`config.mk`:
```
export PLATFORM = sky130hd
export DESIGN_NAME = eq_ui_controller
export DESIGN_NICKNAME = d
export VERILOG_FILES = /design/src/rtl/eq_ui_controller.sv
export SDC_FILE = /design/constraint.sdc
export NUM_CORES = 1
export LEC_CHECK = 0
export ABC_AREA = 1
export BUFFER_PORTS_ARGS = -buffer_cell sky130_fd_sc_hd__buf_2
export CORE_UTILIZATION = 50
export CTS_CLUSTER_DIAMETER = 150
export DETAILED_ROUTE_END_ITERATION = 6
export PLACE_DENSITY = 0.67
export SLEW_MARGIN = 20
export SYNTH_ARGS = -nofsm -noshare
export SYNTH_HDL_FRONTEND = slang
export SYNTH_SLANG_ARGS = --single-unit
```
`constraint.sdc`:
```
create_clock -name i_clk -period 4.2 [get_ports i_clk]
set_clock_uncertainty 0.15 [all_clocks]
set_input_delay 0.42 -clock i_clk [delete_from_list [all_inputs] [get_ports i_clk]]
set_output_delay 0.42 -clock i_clk [all_outputs]
set_load 0.01 [all_outputs]
```
`src/rtl/eq_ui_controller.sv`:
```
// eq_ui_controller: front-panel menu FSM with N-band EQ gain editing, offset
// setting, up/down auto-repeat and a valid/ready channel pushing changed band
// gains to the DSP.
module eq_ui_controller #(
  parameter int unsigned N_BAND        = 7,
  parameter int unsigned GAIN_W        = 16,
  parameter int          GAIN_MAX      = 12,
  parameter int          GAIN_MIN      = -12,
  parameter int unsigned OFFSET_MAX    = 3,
  parameter int unsigned REPEAT_DELAY  = 16,
  parameter int unsigned REPEAT_PERIOD = 4
) (
  input  logic                            i_clk,
  input  logic                            i_rst,
  input  logic                            i_select,
  input  logic                            i_back,
  input  logic                            i_up,
  input  logic                            i_down,
  input  logic                            i_init_done,
  output logic                            o_init_start,
  output logic [2:0]                      o_state,
  output logic [1:0]                      o_menu_item,
  output logic [$clog2(N_BAND)-1:0]       o_band,
  output logic [GAIN_W-1:0]               o_gain,
  output logic [$clog2(OFFSET_MAX+1)-1:0] o_offset,
  output logic                            o_dsp_clear,
  output logic                            o_upd_valid,
  output logic [$clog2(N_BAND)-1:0]       o_upd_band,
  output logic [GAIN_W-1:0]               o_upd_gain,
  input  logic                            i_upd_ready
);

  localparam int unsigned BAND_W = $clog2(N_BAND);
  localparam int unsigned OFF_W  = $clog2(OFFSET_MAX + 1);
  localparam int unsigned CNT_W  = $clog2(REPEAT_DELAY + REPEAT_PERIOD + 1);

  localparam logic [CNT_W-1:0]  CNT_DELAY  = CNT_W'(REPEAT_DELAY);
  localparam logic [CNT_W-1:0]  CNT_WRAP   = CNT_W'(REPEAT_DELAY + REPEAT_PERIOD);
  localparam logic [CNT_W-1:0]  CNT_RELOAD = CNT_W'(REPEAT_DELAY + 1);
  localparam logic [BAND_W-1:0] BAND_LAST  = BAND_W'(N_BAND - 1);
  localparam logic [OFF_W-1:0]  OFF_LAST   = OFF_W'(OFFSET_MAX);
  localparam logic signed [GAIN_W-1:0] G_MAX = GAIN_W'(GAIN_MAX);
  localparam logic signed [GAIN_W-1:0] G_MIN = GAIN_W'(GAIN_MIN);

  typedef enum logic [2:0] {
    S_INIT       = 3'd0,
    S_IDLE       = 3'd1,
    S_MENU       = 3'd2,
    S_BAND_SEL   = 3'd3,
    S_SET_GAIN   = 3'd4,
    S_SET_OFFSET = 3'd5,
    S_RESET      = 3'd6
  } state_t;

  logic              sel_q, sel_prev_q, back_q, back_prev_q, up_q, down_q;
  logic [CNT_W-1:0]  up_cnt_q, down_cnt_q;
  logic              ev_back, ev_sel, ev_up, ev_down;

  state_t                   state_q;
  logic                     init_start_q;
  logic [1:0]               item_q;
  logic [BAND_W-1:0]        band_q;
  logic signed [GAIN_W-1:0] gain_q [N_BAND];
  logic [OFF_W-1:0]         offset_q;
  logic                     dsp_clear_q;
  logic [N_BAND-1:0]        dirty_q;
  logic                     upd_valid_q;
  logic [BAND_W-1:0]        upd_band_q;
  logic [GAIN_W-1:0]        upd_gain_q;
  logic                     dirty_any;
  logic [BAND_W-1:0]        dirty_low;

  // Held-key counter: 0 while released, frozen while the opposite key is also held.
  function automatic logic [CNT_W-1:0] rep_next(input logic key, input logic other,
                                                input logic [CNT_W-1:0] cnt);
    if (!key)                 return '0;
    else if (other)           return cnt;
    else if (cnt == CNT_WRAP) return CNT_RELOAD;
    else                      return cnt + CNT_W'(1);
  endfunction

  // A held key fires at the edge, after the delay, then once per period.
  function automatic logic rep_hit(input logic [CNT_W-1:0] cnt);
    return (cnt == '0) || (cnt == CNT_DELAY) || (cnt == CNT_WRAP);
  endfunction

  // Register key levels and track hold time for up/down.
  always_ff @(posedge i_clk) begin
    if (i_rst) begin
      sel_q       <= 1'b0;
      sel_prev_q  <= 1'b0;
      back_q      <= 1'b0;
      back_prev_q <= 1'b0;
      up_q        <= 1'b0;
      down_q      <= 1'b0;
      up_cnt_q    <= '0;
      down_cnt_q  <= '0;
    end else begin
      sel_q       <= i_select;
      sel_prev_q  <= sel_q;
      back_q      <= i_back;
      back_prev_q <= back_q;
      up_q        <= i_up;
      down_q      <= i_down;
      up_cnt_q    <= rep_next(up_q, down_q, up_cnt_q);
      down_cnt_q  <= rep_next(down_q, up_q, down_cnt_q);
    end
  end

  // Key events; up and down together cancel each other.
  always_comb begin
    ev_back = back_q & ~back_prev_q;
    ev_sel  = sel_q & ~sel_prev_q;
    ev_up   = up_q & ~down_q & rep_hit(up_cnt_q);
    ev_down = down_q & ~up_q & rep_hit(down_cnt_q);
  end

  // Lowest-index dirty band is offered first.
  always_comb begin
    dirty_any = |dirty_q;
    dirty_low = '0;
    for (int i = int'(N_BAND) - 1; i >= 0; i--) begin
      if (dirty_q[i]) dirty_low = BAND_W'(i);
    end
  end

  // Menu FSM, settings storage and update channel.
  always_ff @(posedge i_clk) begin
    if (i_rst) begin
      state_q      <= S_INIT;
      init_start_q <= 1'b1;
      item_q       <= '0;
      band_q       <= '0;
      for (int i = 0; i < int'(N_BAND); i++) gain_q[i] <= '0;
      offset_q     <= '0;
      dsp_clear_q  <= 1'b0;
      dirty_q      <= '0;
      upd_valid_q  <= 1'b0;
      upd_band_q   <= '0;
      upd_gain_q   <= '0;
    end else begin
      dsp_clear_q <= 1'b0;

      // Offer slot: drop after a handshake, otherwise latch the next dirty band.
      if (upd_valid_q && i_upd_ready) begin
        upd_valid_q <= 1'b0;
      end else if (!upd_valid_q && dirty_any) begin
        upd_valid_q        <= 1'b1;
        upd_band_q         <= dirty_low;
        upd_gain_q         <= gain_q[dirty_low];
        dirty_q[dirty_low] <= 1'b0;
      end

      // Edits below are written after the clear so a re-dirtied band wins.
      case (state_q)
        S_INIT: begin
          if (i_init_done) begin
            state_q      <= S_IDLE;
            init_start_q <= 1'b0;
          end
        end
        S_IDLE: begin
          if (!ev_back && ev_sel) begin
            state_q <= S_MENU;
            item_q  <= '0;
          end
        end
        S_MENU: begin
          if (ev_back) begin
            state_q <= S_IDLE;
          end else if (ev_sel) begin
            case (item_q)
              2'd0: begin
                state_q <= S_BAND_SEL;
                band_q  <= '0;
              end
              2'd1: state_q <= S_SET_OFFSET;
              default: begin
                for (int i = 0; i < int'(N_BAND); i++) gain_q[i] <= '0;
                offset_q    <= '0;
                dirty_q     <= '1;
                dsp_clear_q <= 1'b1;
                state_q     <= S_RESET;
              end
            endcase
          end else if (ev_up) begin
            if (item_q < 2'd2) item_q <= item_q + 2'd1;
          end else if (ev_down) begin
            if (item_q > 2'd0) item_q <= item_q - 2'd1;
          end
        end
        S_RESET: state_q <= S_MENU;
        S_BAND_SEL: begin
          if (ev_back) begin
            state_q <= S_MENU;
          end else if (ev_sel) begin
            state_q <= S_SET_GAIN;
          end else if (ev_up) begin
            if (band_q < BAND_LAST) band_q <= band_q + BAND_W'(1);
          end else if (ev_down) begin
            if (band_q > '0) band_q <= band_q - BAND_W'(1);
          end
        end
        S_SET_GAIN: begin
          if (ev_back || ev_sel) begin
            state_q <= S_BAND_SEL;
          end else if (ev_up) begin
            if (gain_q[band_q] < G_MAX) begin
              gain_q[band_q]  <= gain_q[band_q] + GAIN_W'(1);
              dirty_q[band_q] <= 1'b1;
            end
          end else if (ev_down) begin
            if (gain_q[band_q] > G_MIN) begin
              gain_q[band_q]  <= gain_q[band_q] - GAIN_W'(1);
              dirty_q[band_q] <= 1'b1;
            end
          end
        end
        S_SET_OFFSET: begin
          if (ev_back || ev_sel) begin
            state_q <= S_MENU;
          end else if (ev_up) begin
            if (offset_q < OFF_LAST) offset_q <= offset_q + OFF_W'(1);
          end else if (ev_down) begin
            if (offset_q > '0) offset_q <= offset_q - OFF_W'(1);
          end
        end
        default: state_q <= S_INIT;
      endcase
    end
  end

  assign o_init_start = init_start_q;
  assign o_state      = state_q;
  assign o_menu_item  = item_q;
  assign o_band       = band_q;
  assign o_gain       = gain_q[band_q];
  assign o_offset     = offset_q;
  assign o_dsp_clear  = dsp_clear_q;
  assign o_upd_valid  = upd_valid_q;
  assign o_upd_band   = upd_band_q;
  assign o_upd_gain   = upd_gain_q;

endmodule
```
After elaboration in Yosys (flattened, before gate mapping)
Memories as Yosys holds them, arrays and structs flattened. A register that Yosys moved wholly into a read port is not among the register bits.
Index checks and enable logic that the tools add are counted.
{"block": "word_totals", "latchBits": 0, "out_inout_bits": 48, "ramBits": 112, "word_cells": 223, "mem_bits_ro": 0, "register_bits": 39, "input_bits": 8, "mem_count": 1}
{"block": "op_classes", "shifts": 0, "bitwise": 22, "mux": 96, "reduce_logical": 31, "n_mul": 0, "n_addsub": 10, "order_cmp": 12, "div": 0, "n_eq_ne": 34}
{"memory": "gain_q", "words": 7, "width": 16, "read_ports": 2, "rd_clocked_by_memory_dff": 2, "wr": 7, "line": "63", "rtl": "logic signed [GAIN_W-1:0] gain_q [N_BAND];"}
{"operator": "2-to-1 mux 16 bit", "n": 9}
{"operator": "2-to-1 mux 3 bit", "n": 27}
{"operator": "2-to-1 mux 7 bit", "n": 11}
{"operator": "inequality test 3 bit (second input constant)", "n": 11}
{"operator": "2-to-1 mux 2 bit", "n": 15}
{"operator": "2-to-1 mux 1 bit", "n": 24}
{"operator": "inequality test 2 bit (second input constant)", "n": 11}
{"operator": "case mux 3 bit (7 select lines)", "n": 1}
{"operator": "== test 5 bit (second input constant)", "n": 4}
{"operator": "adder 16 x 2 -> 16 bit (second input constant)", "n": 1}
{"operator": "greater-than comparator 16 x 5 -> 1 bit (second input constant)", "n": 1}
{"operator": "< comparator 16 x 5 -> 1 bit (second input constant)", "n": 1}
{"operator": "OR reduction 16 bit", "n": 1}
{"operator": "subtractor 16 x 2 -> 16 bit (second input constant)", "n": 1}
{"operator": "case mux 7 bit (2 select lines)", "n": 1}
{"operator": "case mux 3 bit (2 select lines)", "n": 2}
{"operator": "adder 5 x 1 -> 5 bit (second input constant)", "n": 2}
{"operator": "logical NOT 5 bit", "n": 2}
{"operator": "2-to-1 mux 5 bit", "n": 2}
{"operator": "== test 3 bit (second input constant)", "n": 3}
{"operator": "AND reduction 9 bit", "n": 1}
{"operator": "< comparator 3 x 4 -> 1 bit (second input constant)", "n": 2}
{"operator": "bitwise OR 1 bit", "n": 8}
{"operator": "case mux 2 bit (2 select lines)", "n": 2}
{"operator": "31 further kinds", "n": 62}

Longest topological paths before layout
{"block": "logic_depth", "ltp_word": 22, "depth_mapped": 27, "depth_no_buf": 25}

Worst setup path after synthesis
No wires, ideal clock.
{"block": "synth_path", "path_type": "reg2reg", "from": "reg down_cnt_q[0]", "to": "mem gain_q[7][0] (enable)", "period_less_slack_ps": 3627, "required_time_ps": 3641, "path_stages_with_launch": 10, "setup_ps": 409, "n_path_buf": 1, "slack_ps": 573, "arrival_ps": 3068, "cell_sequence": "dfxtp_1 -> inv_1 -> ha_1 -> nand4_1 -> a211oi_1 -> clkbuf_1 -> nand2_1 -> nand2_1 -> nand2_1 -> nor3_1"}
{"item": "start: declaration", "line": "56", "rtl": "logic [CNT_W-1:0] up_cnt_q, down_cnt_q;"}
{"item": "start signal: assignment", "line": "106", "rtl": "down_cnt_q <= rep_next(down_q, up_q, down_cnt_q);"}
{"item": "end: declaration", "line": "63"}

==> results by group <==
Detailed routing
  – Routed Antenna Nets: 0
  – Final wirelength: 32.2 mm
  – Initial detailed-routing violation count: 1143
  – DRC violations left: 0
  – Vias/cell: 5.65
  – Drt wl/cell: 18.7 um
  – Initial DRT Pass Iterations: 6
  – Via Count: 9710

Critical path
  – Crit. End Element: flip-flop
  – CP max stage delay: 0.42 ns
  – Top cell by count, worst path: nand2_1
  – CP Max Fanout: 29
  – CP cell instances: clkinv_2 -> buf_12 -> nand2_1 -> nand3_1 -> nand2_1 -> nand2_1 -> nand2_1 -> nand3_1 -> nor2_1 -> nand3_1 -> nand2_2 -> buf_4 -> nand3_1 -> nor3_2 -> nand2_1 -> nand2_1 -> inv_1 -> nand3_1 -> nand2_1 -> nand2_1 -> nand2_1 -> nand2_2 -> nor2_1
  – Arrival time of the worst setup path: 4.05 ns
  – Setup crit start kind: flip-flop
  – Critical Path RT: 4.23 ns
  – Reg2reg setup slack: 0.18 ns
  – Crit Path Class: flip-flop to flip-flop
  – Slowest cell on crit path: dfxtp_2

GRT
  – Antenna violations before repair: 0
  – GRT Resource Usage Total: 30.8%
  – First-pass GRT wire length: 50.4 mm
  – Largest net degree at the start of global routing: 67
  – Total congestion overflow: 0
  – Vias in the first global route: 8888

Synthesis
  – Synth cell count leaders: 281 x nand2_1, 236 x nor2_1, 160 x inv_1
  – Mean Syn Cell Area: 7.69 sq um
  – Yosys cell types: 48
  – Count leader, synth: nand2_1
  – Synth Register Bits: 186
  – Post-synth top area cell: edfxtp_1
  – EDFF count, synth: 128
  – Main area contributors after synthesis: edfxtp_1 37%, dfxtp_1 11%, nand2_1 10%, nor2_1 8.4%, o21ai_0 5.8%
  – Mapped Nets: 1387
  – Sequential fraction of the synthesis area: 47.6%
  – Top FF cell, synth: edfxtp_1
  – Post-Synthesis Cells: 1366
  – Synthesis Warnings: 0
  – Async SR Flop Fraction: 0%
  – Post-Syn Area: 10500 sq um
  – Share of the synthesized area in the top cell type: 36.6%

STA
  – Setup TNS: 0 ns
  – Final Hold Vio Count: 0
  – Crit share post-route: 95.7%
  – Worst slew margin: 34.4%
  – Max Clock Freq: 249 MHz
  – Min Hold Slack: 0.0289 ns
  – Setup ws final: 0.179 ns
  – Pin slew with the least headroom to its limit: 0.983 ns
  – Tmin final: 4.02 ns
  – Slew Viols, Final: 0
  – Setup violations, final: 0
  – RSZ-0062 raised after global routing: no

Die
  – Cell row count: 52
  – Core area: 20400 sq um
  – Starting density of the core: 51.4%
  – Die area: 21600 sq um
  – Die Ht: 147 um
  – # IOs: 56
  – Die Wd: 147 um

Pwr
  – Pwr Density: 686 nW/um^2
  – Clock Power Share: 19.1%
  – Psw: 3.89 mW
  – Peak VDD IR: 0.340 mV
  – Switching Share: 47.8%
  – Tot Pwr: 8.14 mW
  – P_int: 4.25 mW
  – Comb power frac: 52.0%
  – Pleak: 5.23 nW
  – Sequential power share: 28.9%

Cells and area
  – Fillers: 1872
  – Area Overhead vs Synth: 12.9%
  – Fin util: 58.1%
  – Share of cells above drive strength 1: 13.7%
  – Post-Layout Cell Count: 1720
  – Nets: 1458
  – Antenna cell count: 0
  – Post-route cell area: 11900 sq um

Run
  – Max Cap Violations: 0

Placement
  – Dpl ws: 0.312 ns
  – Final Wtd Congestion: 0.953
  – Placed Instances: 1686
  – Post-DP HPWL: 21.8 mm
  – IO buf count: 55
  – Placement Cell Area: 11300 sq um

Status
  – Status: complete, no violations

Clocking
  – Clock Latency Late Sink: 0.44 ns
  – CTS tree: done
  – Num Clock Sinks: 186
  – Reg clk slew, reported paths: 0.07 ns
  – Root buffer cell: clkbuf_16
  – Htree depth: 4
  – Postcts setup bufs: 0
  – CTS max path bufs: 2
  – Num CTS Buffers: 17

Min path
  – Hold path start: i_select
  – Min-Delay Path Class: primary input to flip-flop
==> kinds of logic (layout without fill, tap and decap cells) <==
group / count (synthesis) / count (layout) / share of synthesized area, %
compound gates: 252 / 252 / 13.9
fa+ha+maj: 13 / 13 / 1.62
flops: 186 / 186 / 47.6
simple gates: 657 / 657 / 26.1
buf+inv: 245 / 329 / 9.48
xor+xnor: 13 / 13 / 1.30
==> power groups by stage <==
stage                     Sequential (mW)  Combinational, mW  Clock [mW]
after floorplan                      2.39               2.59           0
after global placement               2.38               4.08           0
after detailed placement             2.38               4.09           0
after CTS                            2.34               4.12        1.56
after global routing                 2.37               4.61        1.63
final                                2.35               4.23        1.56
==> routing by layer <==
layer | GRT usage, % | wire length [um] | vias to the layer above
met5 | 0 | 0 | -
met4 | 10.4 | 756 | 0
met3 | 5.19 | 3480 | 67
met2 | 47.8 | 14300 | 524
met1 | 43.6 | 13600 | 4456
li1 | - | - | 4663
==> sequential cells by signal (all words and copies together), names as in the netlist, named ones only <==
| name | flops |
|---|---|
| down_q | 1 |
| o_init_start | 1 |
| up_cnt_q | 5 |
| o_menu_item | 2 |
| gain_q | 128 |
| o_offset | 2 |
| sel_q | 1 |
| back_prev_q | 1 |
| back_q | 1 |
| o_band | 3 |
| up_q | 1 |
| o_upd_valid | 1 |
| sel_prev_q | 1 |
| o_state | 3 |
| dirty_q | 7 |
| o_upd_band | 3 |
| down_cnt_q | 5 |
| o_dsp_clear | 1 |
| o_upd_gain | 16 |
==> placed cells by master (no fill, tap or decap), types with 42 or more instances in the layout <==
cell type    n
buf_4       50
inv_1      159
nor2_1     235
o21ai_0    122
buf_2       55
dfxtp_1     57
a21oi_1     42
nand3_1     76
nand2_1    280
edfxtp_1   128
==> critical path, delay by kind of cell, from the launching register on <==
family                 cells  cell delay [ns]
flip-flops                 1             0.42
buffers and inverters      4             0.85
AND/OR/NAND/NOR           19             2.31
==> area by class of cell <==
| type | count | area [sq um] | share of cell area [%] |
|---|---|---|---|
| Timing Repair Buffer | 110 | 746 | 6.28 |
| Clock buffer | 19 | 433 | 3.65 |
| Multi-Input combinational cell | 935 | 4520 | 38.1 |
| Tap cell | 270 | 338 | 2.85 |
| Inverter | 187 | 703 | 5.93 |
| Sequential cell | 186 | 5010 | 42.2 |
| Clock inverter | 13 | 119 | 1.00 |
==> worst paths after layout <==
check | end | cells after the start
worst max-delay path | gain_q[1][8] | 23
worst min-delay path | sel_q | 3
worst max register to register | gain_q[1][8] | 23
worst min register to register | o_init_start | 2
==> timing repair <==
action | 4_1_cts | 5_1_grt
hold endpoints to repair | 1 | 0
hold buffers | 1 | 0
endpoints found under the setup margin | 0 | 37
gates resized for setup | 0 | 2
(Power assumes the default switching activity.)
